[config.mk]
export PLATFORM = sky130hd
export DESIGN_NAME = instruction_decode
export DESIGN_NICKNAME = d
export VERILOG_FILES = /design/src/rtl/instruction_decode_pkg.sv /design/src/rtl/instruction_decode_regfile.sv /design/src/rtl/instruction_decode.sv
export SDC_FILE = /design/constraint.sdc
export NUM_CORES = 2
export LEC_CHECK = 0
export CAP_MARGIN = 0
export CELL_PAD_IN_SITES_DETAIL_PLACEMENT = 1
export CELL_PAD_IN_SITES_GLOBAL_PLACEMENT = 2
export CORE_MARGIN = 2
export CORE_UTILIZATION = 25
export DETAILED_ROUTE_END_ITERATION = 8
export GPL_ROUTABILITY_DRIVEN = 1
export PLACE_DENSITY = 0.52
export SYNTH_ARGS = -nofsm -noshare
export SYNTH_HDL_FRONTEND = slang
export SYNTH_HIERARCHICAL = 1
export SYNTH_SLANG_ARGS = --single-unit
[constraint.sdc]
create_clock -name clk -period 4.5 [get_ports clk]
set_clock_uncertainty 0.05 [all_clocks]
set_input_delay 1.125 -clock clk [delete_from_list [all_inputs] [get_ports clk]]
set_output_delay 1.125 -clock clk [all_outputs]
set_load 0.05 [all_outputs]
[src/rtl/instruction_decode_pkg.sv]
// Shared RV32I decode definitions: opcodes, ALU operations, immediate formats
// and the ID/EX pipeline register layout.
package riscv_definitions;

    localparam int RV_XLEN = 32;

    typedef enum logic [6:0] {
        OPC_LUI    = 7'b0110111,
        OPC_AUIPC  = 7'b0010111,
        OPC_JAL    = 7'b1101111,
        OPC_JALR   = 7'b1100111,
        OPC_BRANCH = 7'b1100011,
        OPC_LOAD   = 7'b0000011,
        OPC_STORE  = 7'b0100011,
        OPC_OP_IMM = 7'b0010011,
        OPC_OP     = 7'b0110011,
        OPC_FENCE  = 7'b0001111,
        OPC_SYSTEM = 7'b1110011
    } opcode_e;

    typedef enum logic [3:0] {
        ALU_ADD    = 4'd0,
        ALU_SUB    = 4'd1,
        ALU_SLL    = 4'd2,
        ALU_SLT    = 4'd3,
        ALU_SLTU   = 4'd4,
        ALU_XOR    = 4'd5,
        ALU_SRL    = 4'd6,
        ALU_SRA    = 4'd7,
        ALU_OR     = 4'd8,
        ALU_AND    = 4'd9,
        ALU_PASS_B = 4'd10
    } aluOp_e;

    typedef enum logic [2:0] {
        IMM_NONE, IMM_I, IMM_S, IMM_B, IMM_U, IMM_J
    } immType_e;

    typedef struct packed {
        logic               valid;
        logic [RV_XLEN-1:0] pc;
        logic [RV_XLEN-1:0] rs1_data;
        logic [RV_XLEN-1:0] rs2_data;
        logic [RV_XLEN-1:0] imm;
        logic [4:0]         rs1;
        logic [4:0]         rs2;
        logic [4:0]         rd;
        logic [2:0]         funct3;
        aluOp_e             alu_op;
        logic [1:0]         alu_src_a;
        logic               alu_src_b;
        logic               mem_rd;
        logic               mem_wr;
        logic               reg_wr;
        logic               branch;
        logic               jump;
        logic               jalr;
        logic               illegal;
    } idEx_s;

    // Shared by OP and OP-IMM; alt selects the arithmetic variant of shift-right.
    function automatic aluOp_e alu_from_funct3(input logic [2:0] f3, input logic alt);
        case (f3)
            3'b000:  return ALU_ADD;
            3'b001:  return ALU_SLL;
            3'b010:  return ALU_SLT;
            3'b011:  return ALU_SLTU;
            3'b100:  return ALU_XOR;
            3'b101:  return alt ? ALU_SRA : ALU_SRL;
            3'b110:  return ALU_OR;
            default: return ALU_AND;
        endcase
    endfunction

endpackage

[src/rtl/instruction_decode_regfile.sv]
// Architectural register file: two async read ports, one sync write port,
// write-through bypass on reads, x0 hardwired to zero.
module register_file #(
    parameter int XLEN     = 32,
    parameter int NUM_REGS = 32,
    parameter int AW       = $clog2(NUM_REGS)
) (
    input  logic            clk,
    input  logic            rst,
    input  logic            we,
    input  logic [AW-1:0]   waddr,
    input  logic [XLEN-1:0] wdata,
    input  logic [AW-1:0]   raddr1,
    output logic [XLEN-1:0] rdata1,
    input  logic [AW-1:0]   raddr2,
    output logic [XLEN-1:0] rdata2
);

    logic [XLEN-1:0] regs [NUM_REGS];

    always_ff @(posedge clk) begin
        if (rst) begin
            for (int i = 0; i < NUM_REGS; i++) regs[i] <= '0;
        end else if (we && waddr != '0) begin
            regs[waddr] <= wdata;
        end
    end

    always_comb begin
        rdata1 = '0;
        rdata2 = '0;
        if (raddr1 != '0) rdata1 = (we && waddr == raddr1) ? wdata : regs[raddr1];
        if (raddr2 != '0) rdata2 = (we && waddr == raddr2) ? wdata : regs[raddr2];
    end

endmodule

[src/rtl/instruction_decode.sv]
// RV32I ID stage: decode, register read, immediate generation, load-use
// hazard detection and the ID/EX pipeline register.
module instruction_decode
    import riscv_definitions::*;
#(
    parameter int XLEN     = 32,
    parameter int NUM_REGS = 32
) (
    input  logic            clk,
    input  logic            rst,
    input  logic            clk_en,
    input  logic [31:0]     inst_id,
    input  logic [XLEN-1:0] pc_id,
    input  logic            flush,
    input  logic            wb_en,
    input  logic [4:0]      wb_addr,
    input  logic [XLEN-1:0] wb_data,
    output logic            stall,
    output logic            valid_ex,
    output logic [XLEN-1:0] pc_ex,
    output logic [XLEN-1:0] rs1_data_ex,
    output logic [XLEN-1:0] rs2_data_ex,
    output logic [XLEN-1:0] imm_ex,
    output logic [4:0]      rs1_ex,
    output logic [4:0]      rs2_ex,
    output logic [4:0]      rd_ex,
    output logic [2:0]      funct3_ex,
    output logic [3:0]      alu_op_ex,
    output logic [1:0]      alu_src_a_ex,
    output logic            alu_src_b_ex,
    output logic            mem_rd_ex,
    output logic            mem_wr_ex,
    output logic            reg_wr_ex,
    output logic            branch_ex,
    output logic            jump_ex,
    output logic            jalr_ex,
    output logic            illegal_ex
);

    logic [6:0] opcode, funct7;
    logic [2:0] funct3;
    assign opcode = inst_id[6:0];
    assign funct3 = inst_id[14:12];
    assign funct7 = inst_id[31:25];

    logic            use_rs1, use_rs2, writes_rd, illegal;
    logic            alu_src_b, mem_rd, mem_wr, branch, jump, jalr;
    logic [1:0]      alu_src_a;
    aluOp_e          alu_op;
    immType_e        imm_type;
    logic [XLEN-1:0] imm;

    always_comb begin : decode
        use_rs1   = 1'b0;
        use_rs2   = 1'b0;
        writes_rd = 1'b0;
        illegal   = 1'b0;
        alu_op    = ALU_ADD;
        alu_src_a = 2'd0;
        alu_src_b = 1'b0;
        mem_rd    = 1'b0;
        mem_wr    = 1'b0;
        branch    = 1'b0;
        jump      = 1'b0;
        jalr      = 1'b0;
        imm_type  = IMM_NONE;
        case (opcode)
            OPC_LUI: begin
                writes_rd = 1'b1; alu_op = ALU_PASS_B; alu_src_a = 2'd2;
                alu_src_b = 1'b1; imm_type = IMM_U;
            end
            OPC_AUIPC: begin
                writes_rd = 1'b1; alu_src_a = 2'd1; alu_src_b = 1'b1; imm_type = IMM_U;
            end
            OPC_JAL: begin
                writes_rd = 1'b1; jump = 1'b1; alu_src_a = 2'd1;
                alu_src_b = 1'b1; imm_type = IMM_J;
            end
            OPC_JALR: begin
                use_rs1 = 1'b1; writes_rd = 1'b1; jump = 1'b1; jalr = 1'b1;
                alu_src_b = 1'b1; imm_type = IMM_I;
            end
            OPC_BRANCH: begin
                use_rs1 = 1'b1; use_rs2 = 1'b1; branch = 1'b1;
                alu_op = ALU_SUB; imm_type = IMM_B;
            end
            OPC_LOAD: begin
                use_rs1 = 1'b1; writes_rd = 1'b1; mem_rd = 1'b1;
                alu_src_b = 1'b1; imm_type = IMM_I;
            end
            OPC_STORE: begin
                use_rs1 = 1'b1; use_rs2 = 1'b1; mem_wr = 1'b1;
                alu_src_b = 1'b1; imm_type = IMM_S;
            end
            OPC_OP_IMM: begin
                use_rs1 = 1'b1; writes_rd = 1'b1; alu_src_b = 1'b1; imm_type = IMM_I;
                alu_op = alu_from_funct3(funct3, funct7[5]);
                if (funct3 == 3'b101 && funct7 != 7'b0000000 && funct7 != 7'b0100000)
                    illegal = 1'b1;
            end
            OPC_OP: begin
                use_rs1 = 1'b1; use_rs2 = 1'b1; writes_rd = 1'b1;
                if (funct7 == 7'b0000000)
                    alu_op = alu_from_funct3(funct3, 1'b0);
                else if (funct7 == 7'b0100000 && funct3 == 3'b000)
                    alu_op = ALU_SUB;
                else if (funct7 == 7'b0100000 && funct3 == 3'b101)
                    alu_op = ALU_SRA;
                else
                    illegal = 1'b1;
            end
            OPC_FENCE: ;
            default: illegal = 1'b1;
        endcase
        // An illegal instruction reaches EX only to trap: no operands, no side effects.
        if (illegal) begin
            use_rs1   = 1'b0; use_rs2 = 1'b0; writes_rd = 1'b0;
            alu_op    = ALU_ADD; alu_src_a = 2'd0; alu_src_b = 1'b0;
            mem_rd    = 1'b0; mem_wr = 1'b0; branch = 1'b0;
            jump      = 1'b0; jalr = 1'b0; imm_type = IMM_NONE;
        end
    end

    always_comb begin : imm_gen
        case (imm_type)
            IMM_I:   imm = {{20{inst_id[31]}}, inst_id[31:20]};
            IMM_S:   imm = {{20{inst_id[31]}}, inst_id[31:25], inst_id[11:7]};
            IMM_B:   imm = {{19{inst_id[31]}}, inst_id[31], inst_id[7], inst_id[30:25],
                            inst_id[11:8], 1'b0};
            IMM_U:   imm = {inst_id[31:12], 12'b0};
            IMM_J:   imm = {{11{inst_id[31]}}, inst_id[31], inst_id[19:12], inst_id[20],
                            inst_id[30:21], 1'b0};
            default: imm = '0;
        endcase
    end

    // Unused source fields read as x0 so forwarding never matches on stray bits.
    logic [4:0]      rs1_addr, rs2_addr, rd_addr;
    logic [XLEN-1:0] rs1_data, rs2_data;
    assign rs1_addr = use_rs1   ? inst_id[19:15] : 5'd0;
    assign rs2_addr = use_rs2   ? inst_id[24:20] : 5'd0;
    assign rd_addr  = writes_rd ? inst_id[11:7]  : 5'd0;

    register_file #(.XLEN(XLEN), .NUM_REGS(NUM_REGS), .AW(5)) u_regfile (
        .clk    (clk),
        .rst    (rst),
        .we     (clk_en & wb_en),
        .waddr  (wb_addr),
        .wdata  (wb_data),
        .raddr1 (rs1_addr),
        .rdata1 (rs1_data),
        .raddr2 (rs2_addr),
        .rdata2 (rs2_data)
    );

    idEx_s id_ex, id_ex_d;

    assign stall = ~flush & id_ex.mem_rd & id_ex.valid & (id_ex.rd != 5'd0) &
                   ((use_rs1 & (rs1_addr == id_ex.rd)) | (use_rs2 & (rs2_addr == id_ex.rd)));

    always_comb begin : id_ex_next
        id_ex_d = '0;
        if (inst_id != 32'h0) begin
            id_ex_d.valid     = 1'b1;
            id_ex_d.pc        = pc_id;
            id_ex_d.rs1_data  = rs1_data;
            id_ex_d.rs2_data  = rs2_data;
            id_ex_d.imm       = imm;
            id_ex_d.rs1       = rs1_addr;
            id_ex_d.rs2       = rs2_addr;
            id_ex_d.rd        = rd_addr;
            id_ex_d.funct3    = funct3;
            id_ex_d.alu_op    = alu_op;
            id_ex_d.alu_src_a = alu_src_a;
            id_ex_d.alu_src_b = alu_src_b;
            id_ex_d.mem_rd    = mem_rd;
            id_ex_d.mem_wr    = mem_wr;
            id_ex_d.reg_wr    = writes_rd & (rd_addr != 5'd0);
            id_ex_d.branch    = branch;
            id_ex_d.jump      = jump;
            id_ex_d.jalr      = jalr;
            id_ex_d.illegal   = illegal;
        end
    end

    always_ff @(posedge clk) begin
        if (rst)
            id_ex <= '0;
        else if (clk_en)
            id_ex <= (flush || stall) ? '0 : id_ex_d;
    end

    assign valid_ex     = id_ex.valid;
    assign pc_ex        = id_ex.pc;
    assign rs1_data_ex  = id_ex.rs1_data;
    assign rs2_data_ex  = id_ex.rs2_data;
    assign imm_ex       = id_ex.imm;
    assign rs1_ex       = id_ex.rs1;
    assign rs2_ex       = id_ex.rs2;
    assign rd_ex        = id_ex.rd;
    assign funct3_ex    = id_ex.funct3;
    assign alu_op_ex    = id_ex.alu_op;
    assign alu_src_a_ex = id_ex.alu_src_a;
    assign alu_src_b_ex = id_ex.alu_src_b;
    assign mem_rd_ex    = id_ex.mem_rd;
    assign mem_wr_ex    = id_ex.mem_wr;
    assign reg_wr_ex    = id_ex.reg_wr;
    assign branch_ex    = id_ex.branch;
    assign jump_ex      = id_ex.jump;
    assign jalr_ex      = id_ex.jalr;
    assign illegal_ex   = id_ex.illegal;

endmodule

==> out/results.tsv <==
metric	value	unit
final-stage net count	5009	
top_reg_cell synth	edfxtp_1	
crit path DAT	5.07	ns
post-synthesis adder-cell area fraction	0	
clk buf depth	3	
status	finished clean	
Routed WL per cell	36.12	um
Yosys reg bits	1185	
Setup violations, final	0	
fmax	0.2277	GHz
YS warnings	6	
Synth cell types	74	
Via density	5.318	
I/O Buffers	267	
cts-stage hold buffer count	0	
leakage	0.02612	uW
largest net degree at the start of global routing	62	
drt first pass iters	6	
clock sink total	1185	
initial antenna violation count	35	
Cell Pwr Density	349.4	nW/um^2
Reg2Reg Depth	5	
Antenna Nets Post-Route	0	
root buffer cell	clkbuf_16	
clock slew at reported path FFs	0.06	ns
startpoint types	input port	
worst hold stages	1	
# H-tree levels	4	
register-to-register setup slack	1.85	ns
R2R Path Start	rd_ex[0]$_SDFFE_PP0P_	
Die X	497.2	um
Reg area	33970	um^2
Mapped Cells	4283	
Required @ worst endpoint	5.18	ns
GP Congestion	0.8414	
TritonCTS clock tree	yes	
total track usage	0.2357	
non-filler cells, final	8247	
Synth Area in Simple Gates	0.1231	
Slew headroom	0.2241	
final critical-path required period	4.391	ns
post-synthesis compound-gate area fraction	0.09034	
crit share post-route	0.9758	
Crit. End Element	flop	
VDD IR max	289.9	uV
area grow syn2layout	27.90	%
Min Hold Slack	0.4243	ns
fill cell count	25307	
Final Slew Violations	0	
Avg Inst Size Synth	14.20	um^2
Initial Util	0.2507	
MaxCap Viol Count	0	
drt total wl	297800	um
post-synthesis mux area share	0.1911	
area of the multi-input gates	25410	um^2
clk_lat worst skew	0.83	ns
Tightest Pin Transition	1.160	ns
hold path start	rs2_data_ex[3]$_SDFFE_PP0P_	
EDFF count, synth	1024	
Async SR Flop Fraction	0	
Final Cell Area	77770	um^2
layout cells sized above 1	0.2754	
commonest cells after routing, fill and taps aside	edfxtp_1 (1024), and2_1 (997), buf_4 (476)	
vias in the first global route	45074	
Synth Cell Area	60800	um^2
die area	247200	um^2
hold crit path type	flop to flop	
standard-cell row count	181	
IO Count	268	
GR Overflow Total	0	
RSZ-0062 raised after global routing	false	
Seq/Total Area, Yosys	0.5588	
Placeable Area	242500	um^2
DP Area	72520	um^2
largest family of logic cells by synthesized area	multiplexers	
CP Class	input port to flop	
drc violations	0	
Power Total	27170	uW
post-DP HPWL	193100	um
CTS buffer count	148	
Final Hold Fails	0	
die height	497.2	um
commonest non-fill, non-tap cell in the layout	edfxtp_1	
global-route wire length before repair	402000	um
Post-Synth XOR/XNOR Area	0.003313	
beginning of the critical path	inst_id[12]	
Via Count	43857	
placed cell count	7949	
Iteration-0 DRC Markers	4973	
critical path peak fanout	16	
## worst paths after layout
path / endpoint
setup reg to reg: rs1_data_ex[28]$_SDFFE_PP0P_
hold / removal: rs2_data_ex[3]$_SDFFE_PP0P_
setup / recovery: rs1_data_ex[26]$_SDFFE_PP0P_
hold reg to reg: rs2_data_ex[3]$_SDFFE_PP0P_
## per-layer routing
| layer | track usage | share of wire | vias to the layer above |
|---|---|---|---|
| li1 | - | - | 17897 |
| met1 | 0.3207 | 0.43 | 23639 |
| met2 | 0.3880 | 0.47 | 1909 |
| met3 | 0.03591 | 0.068 | 404 |
| met4 | 0.06668 | 0.031 | 8 |
| met5 | 0 | 0.00013 | - |
## critical path, stage by stage
cell	delay [ns]
clkdlybuf4s50_1	0.57
nand3b_4	0.12
a2111oi_4	0.38
o21a_1	0.25
nor2_4	0.07
buf_4	0.16
and2_4	0.27
buf_12	0.21
nand3b_1	0.22
buf_12	0.26
buf_12	0.17
o22ai_1	0.11
a2111oi_1	0.48
buf_4	0.19
a21oi_1	0.03
a22o_1	0.20
a22o_1	0.20
## per-stage QoR
step	TNS [ns]	worst slack [ns]	util
floorplan	0	0.1595	-
global placement	-53.36	-1.238	0.2990
detailed placement	-49.94	-1.186	0.2990
CTS	0	0.005741	0.3192
global route	0	0.02839	0.3204
finish	0	0.1091	0.3206
## registers in the layout (all words and copies together), names as in the netlist, 3 cells and up
register and count:
u_regfile/regs 1024, imm_ex 32, pc_ex 32, rs1_data_ex 32, rs2_data_ex 32, rd_ex 5
rs1_ex 5, rs2_ex 5, alu_op_ex 4, funct3_ex 3
## cell type report
class / count / share of cell area
clock inverters: 67 / 0.009847
diodes: 20 / 0.0006436
flip-flops and latches: 1185 / 0.4369
inverters: 11 / 0.0005309
well taps: 3202 / 0.05152
clock buffers: 205 / 0.05260
repair buffers: 901 / 0.1213
multi-input cells: 2656 / 0.3267
## report_power, final
part           switching [uW]  internal [uW]
combinational            1340            884
sequential                297          12400
clock                    5180           7030
total                    6810          20400
## cells by family after synthesis
| kind of cell | Yosys count |
|---|---|
| compound gates | 694 |
| xor+xnor | 23 |
| buf+inv | 473 |
| flops | 1185 |
| mux | 675 |
| other cells | 1 |
| simple gates | 1232 |
## what timing repair did
item / CTS / global route
gates resized for setup: 10 / 47
buffers inserted: 1 / 2
gates cloned: 0 / 3
pin swaps: 2 / 3
setup endpoints to repair: 23 / 35
## synthesized netlist by cell type, types with 20 or more instances
cell / count / area, um^2
a2111oi_0: 24 / 210.2
nand3_1: 20 / 100.1
dfxtp_1: 161 / 3223
a21oi_1: 81 / 405.4
buf_2: 84 / 420.4
buf_4: 27 / 202.7
mux4_2: 388 / 8738
or2_2: 34 / 212.7
clkbuf_1: 329 / 1235
and2_1: 1007 / 6300
mux2i_1: 282 / 2823
a22o_1: 219 / 1918
nand2_1: 46 / 172.7
a22oi_1: 134 / 1006
o22ai_1: 43 / 269.0
nor2_1: 59 / 221.5
o21ai_0: 20 / 100.1
o221ai_1: 42 / 367.9
edfxtp_1: 1024 / 30750
No activity file was read; power rests on OpenSTA's default activity.
